===== config.mk =====
export PLATFORM = sky130hd
export DESIGN_NAME = shift_add_mult10
export DESIGN_NICKNAME = d
export VERILOG_FILES = /design/src/rtl/shift_add_mult10.sv
export SDC_FILE = /design/constraint.sdc
export NUM_CORES = 1
export LEC_CHECK = 0
export BUFFER_PORTS_ARGS = -buffer_cell sky130_fd_sc_hd__buf_4
export CORE_MARGIN = 2
export CORE_UTILIZATION = 42
export DETAILED_ROUTE_END_ITERATION = 6
export SYNTH_ARGS = -nofsm -noshare
export SYNTH_HDL_FRONTEND = slang
export SYNTH_SLANG_ARGS = --single-unit

===== constraint.sdc =====
create_clock -name clk -period 5.8 [get_ports clk]
set_input_delay 0.29 -clock clk [delete_from_list [all_inputs] [get_ports clk]]
set_output_delay 0.29 -clock clk [all_outputs]
set_load 0.02 [all_outputs]

===== src/rtl/shift_add_mult10.sv =====
// Sequential unsigned N x N multiplier: one shared 10-bit ripple adder is
// reused over N shift-and-add iterations behind a start/busy/done handshake.

module rippleAdder (
    input  logic [9:0] A10,
    input  logic [9:0] B10,
    input  logic       Cin_,
    output logic [9:0] Sum10,
    output logic       Cout_
);
    logic [10:0] w_c;

    always_comb begin
        w_c    = '0;
        Sum10  = '0;
        w_c[0] = Cin_;
        for (int i = 0; i < 10; i++) begin
            Sum10[i]  = A10[i] ^ B10[i] ^ w_c[i];
            w_c[i+1]  = (A10[i] & B10[i]) | (w_c[i] & (A10[i] ^ B10[i]));
        end
        Cout_ = w_c[10];
    end
endmodule

// state  | meaning
// IDLE   | waiting for start, operands not yet captured
// CALC   | one shift-and-add iteration per cycle, N cycles
// DONE   | result registered, done pulses for one cycle
module shift_add_mult10 #(
    parameter int N = 10
) (
    input  logic           clk,
    input  logic           rst_n,
    input  logic           start,
    input  logic [N-1:0]   A,
    input  logic [N-1:0]   B,
    output logic [2*N-1:0] Product,
    output logic           busy,
    output logic           done
);
    localparam logic [1:0] S_IDLE = 2'd0;
    localparam logic [1:0] S_CALC = 2'd1;
    localparam logic [1:0] S_DONE = 2'd2;

    logic [1:0]     r_state;
    logic [N-1:0]   r_m;
    logic [2*N-1:0] r_p;
    logic [3:0]     r_cnt;
    logic [2*N-1:0] r_product;

    logic [N-1:0]   w_b10;
    logic [N-1:0]   w_sum;
    logic           w_cout;
    logic [2*N-1:0] w_shift;

    assign w_b10 = r_p[0] ? r_m : '0;

    rippleAdder u_adder (
        .A10   (r_p[2*N-1:N]),
        .B10   (w_b10),
        .Cin_  (1'b0),
        .Sum10 (w_sum),
        .Cout_ (w_cout)
    );

    // Carry lands in the top bit, so the accumulator never overflows.
    assign w_shift = {w_cout, w_sum, r_p[N-1:1]};

    always_ff @(posedge clk or negedge rst_n) begin
        if (!rst_n) begin
            r_state   <= S_IDLE;
            r_m       <= '0;
            r_p       <= '0;
            r_cnt     <= '0;
            r_product <= '0;
        end else begin
            case (r_state)
                S_IDLE: begin
                    if (start) begin
                        r_m     <= A;
                        r_p     <= {{N{1'b0}}, B};
                        r_cnt   <= '0;
                        r_state <= S_CALC;
                    end
                end
                S_CALC: begin
                    r_p   <= w_shift;
                    r_cnt <= r_cnt + 4'd1;
                    if (r_cnt == 4'(N - 1)) begin
                        r_product <= w_shift;
                        r_state   <= S_DONE;
                    end
                end
                S_DONE:  r_state <= S_IDLE;
                default: r_state <= S_IDLE;
            endcase
        end
    end

    assign Product = r_product;
    assign busy    = (r_state == S_CALC);
    assign done    = (r_state == S_DONE);
endmodule


==> key figures, run 1 <==
STA
  • Final Max Slew Viols: 0
  • Period Utilization, post-route: 75.0%
  • Min Hold Slack: 0.0272 ns
  • Clock skew: 0.00764 ns
  • Worst-Margin Slew: 1.02 ns
  • RSZ-0062 raised after global routing: no
  • Post-route minimum period: 4.35 ns
  • Final Hold Vio Count: 0
  • Worst setup margin: 1.45 ns
  • Setup violators final: 0
  • Slew HR: 31.5%
  • TNS Setup: 0 ns
  • Achievable frequency: 230 MHz

Power and ir drop
  • Clock Power Share: 13.5%
  • Sw Ratio: 38.3%
  • Max IR drop VDD: 0.000250 V
  • Sequential cell fraction of total power: 44.2%
  • Combinational share of power: 42.4%
  • Int Power: 0.996 mW
  • Total Power: 1.61 mW
  • Psw: 0.619 mW
  • Cell Pwr Density: 533 nW/um^2
  • Static Leakage: 1.37 nW

Logic synthesis
  • Cell taking the most area after synthesis: dfrtp_1
  • FFs w/ async S/R, synth: 100%
  • Netlist cell types: 27
  • Number of warnings issued by yosys: 0
  • Flops & latches, synth: 56
  • Post-Syn Area: 2560 um^2
  • Ranking of synthesized cells by area: dfrtp_1 (55%), mux2_2 (9.2%), fa_1 (7.0%)
  • Top-area cell type share of the netlist area: 54.6%
  • Post-Syn Nets: 247
  • Post-synth EDFFs: 0
  • Sequential-to-total area share from yosys stat: 54.6%
  • Synth Flop Type: dfrtp_1
  • Post-Synthesis Cells: 212
  • Mean Syn Cell Area: 12.1 um^2

Flow run
  • Max-cap violation count: 0

Place
  • Placed Instances: 323
  • Pre-CTS setup slack: 1.44 ns
  • Gpl congestion: 0.710
  • IO buf count: 44
  • Post-DP Area: 2940 um^2
  • Hpwl dp: 3360 um

Setup path
  • Worst EP required: 5.99 ns
  • R2r endpoint: r_p[18]$_DFFE_PN0P_
  • Crit path buffers/inverters: 5
  • Cell Chain, Critical Path: and2_1, ha_1, inv_1, fa_1, fa_1, fa_1, inv_1, fa_1, inv_1, fa_1, inv_1, fa_1, inv_1, fa_1, fa_1, fa_1, o21ai_0
  • R2r startpoint: r_p[0]$_DFFE_PN0P_
  • Critical Setup Path Class: reg2reg
  • Crit path top cell by count: fa_1
  • Slowest CP cell: dfrtp_1
  • Worst-path maximum fanout: 11
  • Critical path launch point type: flip-flop
  • R2r setup slk: 1.45 ns
  • Critical path's top delay family: adder cells
  • CP peak stage delay: 0.55 ns
  • Crit. End Element: flip-flop
  • Critical Path AT: 4.54 ns
  • R2R cell count: 17

Floorplan
  • Site Rows: 28
  • Die X: 82.1 um
  • DIE AREA: 6750 um^2
  • Starting Density: 43.3%
  • Die height: 82.1 um
  • CORE AREA: 5920 um^2
  • I/O pin count: 45

GRT
  • All-Layer GR Usage: 16.0%
  • Antenna violations before repair: 0
  • Largest net degree at the start of global routing: 57
  • Vias in the first global route: 1625
  • Remaining global-route overflow: 0
  • Global Route met3 Usage: 3.37%
  • Most used routing layer: met2
  • Met1 Track Usage GR: 22.1%
  • Grt met2 use: 25.7%
  • First-pass GRT wire length: 8080 um

CTS
  • CTS hold repair buffers: 0
  • Worst skew pair latency: 0.30 ns
  • CTS Buf Count: 5
  • TritonCTS clock tree: done
  • Cts repair resizes: 0
  • CTS root buf: clkbuf_8
  • CTS max path bufs: 2
  • # H-tree levels: 2
  • Clock-pin slew on the worst setup and hold paths: 0.09 ns
  • # clock sinks: 56
  • Setup repair bufs after CTS: 0

Min path
  • Worst hold path class: in2async

Layout
  • # fillers: 552
  • Fin area: 3030 um^2
  • Post-route insts no fill: 331
  • Nets: 290
  • Ant diodes: 0
  • Area grow syn2layout: 18.1%
  • Final core occ: 51.2%
  • Fraction of layout cells with a size suffix above 1: 29.7%

Routing
  • DRT Pass-1 Iters: 4
  • Detailed Route WL: 4920 um
  • Post-route ant nets: 0
  • Wire per inst: 14.9 um
  • Drt drc: 0
  • Via density: 5.10
  • Vias: 1689
  • Initial DRC count: 45

Outcome
  • Status: finished clean
worst reg2reg max path, stage by stage, from the launching register on:
cell and delay, ns:
dfrtp_1 0.55, and2_1 0.18, ha_1 0.13, inv_1 0.04, fa_1 0.37, fa_1 0.38
fa_1 0.36, inv_1 0.07, fa_1 0.15, inv_1 0.05, fa_1 0.35, inv_1 0.07
fa_1 0.15, inv_1 0.05, fa_1 0.37, fa_1 0.39, fa_1 0.51, o21ai_0 0.08
final cells by class:
type / count / area, um^2 / share of cell area [%]
inverters: 22 / 82.6 / 2.73
well taps: 75 / 93.8 / 3.10
repair buffers: 45 / 338 / 11.2
multi-input cells: 125 / 1020 / 33.8
flip-flops and latches: 56 / 1400 / 46.3
clock buffers: 8 / 90.1 / 2.97
placed cells by master (no fill, tap or decap), types with 2 or more instances in the layout:
cell	netlist	layout
nand3b_1	2	2
ha_1	3	3
inv_1	21	21
nand2_1	23	23
a22oi_1	10	10
and2_1	3	3
dfrtp_1	56	56
mux2i_1	9	9
a21oi_1	6	6
clkbuf_8	0	6
nor2b_1	8	8
fa_1	9	9
mux2_2	21	21
a22o_1	2	2
buf_4	2	45
o21ai_0	21	21
clkbuf_1	4	2
cell families after synthesis:
| logic type | count (synthesis) | share of synthesized area, % |
|---|---|---|
| flip-flops | 56 | 54.6 |
| AO/OA/AOI/OAI | 40 | 9.32 |
| multiplexers | 31 | 13.2 |
| AND/OR/NAND/NOR | 42 | 8.93 |
| adder cells (fa/ha/maj) | 12 | 8.49 |
| buffers and inverters | 31 | 5.46 |
routing by layer:
metal | vias up | share of wire (%)
met4 | 0 | 1.0
li1 | 792 | -
met3 | 5 | 3.4
met2 | 32 | 49
met5 | - | 0
met1 | 860 | 46
power by group through the flow:
stage	clock, mW	sequential, mW	combinational (mW)
after floorplan	0	0.738	0.432
after detailed placement	0	0.722	0.698
after global placement	0	0.720	0.686
after global routing	0.243	0.743	0.768
after CTS	0.227	0.715	0.700
final	0.217	0.713	0.684
cell usage after synthesis (all sizes together) (2+ instances only):
library cell / count
mux2: 22
nor2b: 8
nand3b: 2
fa: 9
nand2: 23
nand2b: 2
clkbuf: 4
inv: 21
ha: 3
buf: 5
a22o: 2
and2: 3
mux2i: 9
a21oi: 6
dfrtp: 56
a22oi: 10
o21ai: 21
sequential cells by signal, summed over array words and instances (netlist names):
name     cells
r_cnt        4
Product     20
r_state      2
r_p         20
r_m         10
how the worst max path moves through the flow:
stage,startpoint,end,depth (start not counted),slack [ns]
after global placement,r_p[0]$_DFFE_PN0P_,r_p[18]$_DFFE_PN0P_,17,1.50
after CTS,r_p[0]$_DFFE_PN0P_,r_p[18]$_DFFE_PN0P_,17,1.44
final,r_p[0]$_DFFE_PN0P_,r_p[18]$_DFFE_PN0P_,17,1.45
after floorplan,r_p[0]$_DFFE_PN0P_,r_p[18]$_DFFE_PN0P_,16,1.70
after detailed placement,r_p[0]$_DFFE_PN0P_,r_p[18]$_DFFE_PN0P_,17,1.44
after global routing,r_p[0]$_DFFE_PN0P_,r_p[18]$_DFFE_PN0P_,17,1.18
Note: power is estimated with default switching activity, not from simulation.
==> run 2, diff against run 1 <==
Settings changed: ABC_AREA set to 1, PLACE_DENSITY set to 0.65.
Clock period 5.8 ns to 3.7 ns, I/O delays scaled along.
==> key figures, run 2 <==
STA
  • Worst-Margin Slew: 0.828 ns (-0.195 ns)
  • Worst setup margin: -0.258 ns (-1.71 ns)
  • Setup violators final: 4 (+4)
  • TNS Setup: -0.820 ns (-0.820 ns)
  • Clock skew: 0.00723 ns (-0.000405 ns)
  • RSZ-0062 raised after global routing: yes
  • Post-route minimum period: 3.96 ns (-0.390 ns)
  • Achievable frequency: 253 MHz (+9.9%)
  • Period Utilization, post-route: 107% (+32 points)
  • Final Max Slew Viols: 0 (unchanged)
  • Final Hold Vio Count: 0 (unchanged)
  • Slew HR: 44.6% (+13 points)

Power and ir drop
  • Psw: 0.968 mW (+57%)
  • Clock Power Share: 15.9% (+2.4 points)
  • Sw Ratio: 39.3% (+0.96 points)
  • Static Leakage: 1.63 nW (+19%)
  • Combinational share of power: 42.2% (-0.2 points)
  • Sequential cell fraction of total power: 41.8% (-2.4 points)
  • Max IR drop VDD: 0.000290 V (+16%)
  • Total Power: 2.47 mW (+53%)
  • Int Power: 1.50 mW (+50%)
  • Cell Pwr Density: 800 nW/um^2 (+50%)

CTS
  • # clock sinks: 56 (unchanged)
  • Worst skew pair latency: 0.31 ns (about the same)
  • Clock-pin slew on the worst setup and hold paths: 0.10 ns (about the same)
  • CTS root buf: clkbuf_8
  • CTS Buf Count: 5 (unchanged)
  • TritonCTS clock tree: done
  • # H-tree levels: 2 (unchanged)
  • CTS max path bufs: 2 (unchanged)

GRT
  • Antenna violations before repair: 0 (unchanged)
  • Remaining global-route overflow: 0 (unchanged)
  • All-Layer GR Usage: 16.8% (+0.87 points)
  • Largest net degree at the start of global routing: 57 (unchanged)
  • Vias in the first global route: 1839 (+13%)
  • First-pass GRT wire length: 8630 um (+6.8%)

Place
  • IO buf count: 44 (unchanged)
  • Hpwl dp: 3540 um (+5.5%)
  • Gpl congestion: 0.729 (+2.7%)
  • Placed Instances: 399 (+24%)

Floorplan
  • Die height: 81.9 um (-0.30%)
  • Site Rows: 28 (unchanged)
  • I/O pin count: 45 (unchanged)
  • Die X: 81.9 um (-0.30%)
  • CORE AREA: 5890 um^2 (-0.59%)
  • Starting Density: 43.3% (about the same)
  • DIE AREA: 6710 um^2 (-0.60%)

Routing
  • Drt drc: 0 (unchanged)
  • DRT Pass-1 Iters: 4 (unchanged)
  • Post-route ant nets: 0 (unchanged)
  • Initial DRC count: 177 (+290%)
  • Via density: 4.65 (-8.9%)
  • Vias: 1901 (+13%)
  • Wire per inst: 12.5 um (-16%)
  • Detailed Route WL: 5100 um (+3.6%)

Setup path
  • R2r setup slk: -0.26 ns (-1.71 ns)
  • Critical Path AT: 4.16 ns (-0.38 ns)
  • Critical Setup Path Class: reg2reg
  • Crit. End Element: flip-flop
  • Worst EP required: 3.91 ns (-2.08 ns)
  • Worst-path maximum fanout: 2 (-9)
  • Critical path launch point type: flip-flop

Layout
  • Post-route insts no fill: 409 (+24%)
  • Commonest cells after routing, fill and taps aside: nand2_1 (127), dfrtp_1 (56), buf_4 (50), nand3_1 (28), inv_1 (26)
  • Fraction of layout cells with a size suffix above 1: 21.3% (-8.4 points)
  • Commonest non-fill, non-tap cell in the layout: nand2_1
  • Ant diodes: 0 (unchanged)
  • Nets: 368 (+27%)
  • Area grow syn2layout: 21.0%

Logic synthesis
  • FFs w/ async S/R, synth: 100% (unchanged)
  • Post-synth EDFFs: 0 (unchanged)
  • Mean Syn Cell Area: 8.85 um^2 (-27%)
  • Number of warnings issued by yosys: 0 (unchanged)
  • Synth Flop Type: dfrtp_1
  • Ranking of synthesized cells by area: dfrtp_1 (55%), nand2_1 (19%), fa_1 (7.1%)
  • Netlist cell types: 19 (-30%)
  • Cell taking the most area after synthesis: dfrtp_1
  • Post-Syn Nets: 323 (+31%)
  • Cell with the most instances after synthesis: nand2_1
  • Post-Syn Area: 2550 um^2 (-0.63%)
  • Synth cell count leaders: nand2_1 (127), dfrtp_1 (56), inv_1 (28), nand3_1 (28), fa_1 (9)
  • Post-Synthesis Cells: 288 (+36%)
  • Flops & latches, synth: 56 (unchanged)
  • Top-area cell type share of the netlist area: 55.0% (+0.35 points)
  • Sequential-to-total area share from yosys stat: 55.0% (+0.35 points)

Outcome
  • Failing checks: negative setup slack
  • Status: finished, violations left

Flow run
  • Max-cap violation count: 0 (unchanged)

Min path
  • Worst hold path class: in2reg
## run 2: cell count changes after synthesis, sizes merged, moves of 4 or more
cell,previous run,this run
a22oi,10,0
o22ai,0,6
buf,5,12
nor2b,8,0
nand3,0,28
inv,21,29
o21ai,21,7
a21oi,6,1
nand2,23,129
mux2i,9,0
nor2,1,5
mux2,22,0
## run 2: final timing paths
path	startpoint	to	cells after the start
worst max-delay path	r_p[0]$_DFFE_PN0P_	Product[18]$_DFFE_PN0P_	20
worst min-delay path	A[2]	r_m[2]$_DFFE_PN0P_	3
worst max register to register	r_p[0]$_DFFE_PN0P_	Product[18]$_DFFE_PN0P_	20
worst min register to register	r_m[5]$_DFFE_PN0P_	r_m[5]$_DFFE_PN0P_	2
max in group asynchronous	rst_n	r_p[9]$_DFFE_PN0P_	2
min in group asynchronous	rst_n	Product[15]$_DFFE_PN0P_	2
## run 2: critical path, cell delays in order (launching register included)
cell and delay, ns:
dfrtp_1 0.36, nand2_1 0.06, inv_1 0.05, ha_1 0.13, inv_1 0.05, fa_2 0.33, fa_2 0.34, fa_2 0.34
inv_2 0.06, fa_2 0.17, inv_1 0.05, fa_2 0.33, inv_2 0.06, fa_2 0.16, inv_1 0.05, fa_2 0.34
fa_2 0.35, fa_1 0.51, inv_1 0.04, nand2_1 0.05, nand2_1 0.04
## run 2: final cells by class
class                           instances  area [um^2]
Inverter                               29          109
Timing Repair Buffer                   51          385
Fill cell                             578         2800
Multi-Input combinational cell        190          986
Clock inverter                          2         35.0
Tap cell                               75         93.8
Clock buffer                            6         72.6
Sequential cell                        56         1400
## run 2: through the flow
| stage | instance area, um^2 | setup slack, ns | utilization (%) | hold WS (ns) |
|---|---|---|---|---|
| after detailed placement | 2950 | -0.271 | 50.1 | 0.282 |
| after global placement | 2950 | -0.207 | 50.1 | 0.276 |
| final | 3080 | -0.258 | 52.4 | 0.0741 |
| after CTS | 3080 | -0.269 | 52.4 | 0.0678 |
| after global routing | 3080 | -0.439 | 52.4 | 0.0835 |
| after floorplan | 2570 | -0.268 | - | -0.111 |
## run 2: kinds of logic after synthesis
logic type / synth area share, %
xor gates and xnor gates: 0.344
and+or+nand+nor: 26.0
DFF: 55.0
adders and majority gates: 8.54
buffers and inverters: 7.12
AOI/OAI and AO/OA: 3.04
## run 2: what timing repair did
item,in CTS,in global routing
setup endpoints to repair,4,6
pin swaps,2,1
endpoints found under the hold margin,56,0
gates resized for setup,4,0
hold buffers,1,0
setup buffers,1,0
## run 2: metal layers
metal / up-vias / routed length, um / track usage [%]
li1: 972 / - / -
met1: 886 / 2540 / 24.5
met2: 41 / 2320 / 25.8
met3: 2 / 211 / 2.97
met4: 0 / 34 / 5.00
met5: - / 0 / 0
## run 2: power by group through the flow
stage               clock network [mW]  registers (mW)  logic [mW]
finish                           0.393            1.03        1.04
global route                     0.422            1.07        1.19
CTS                              0.405            1.03        1.06
detailed placement                   0            1.04        1.04
global placement                     0            1.03        1.03
floorplan                            0            1.13       0.596
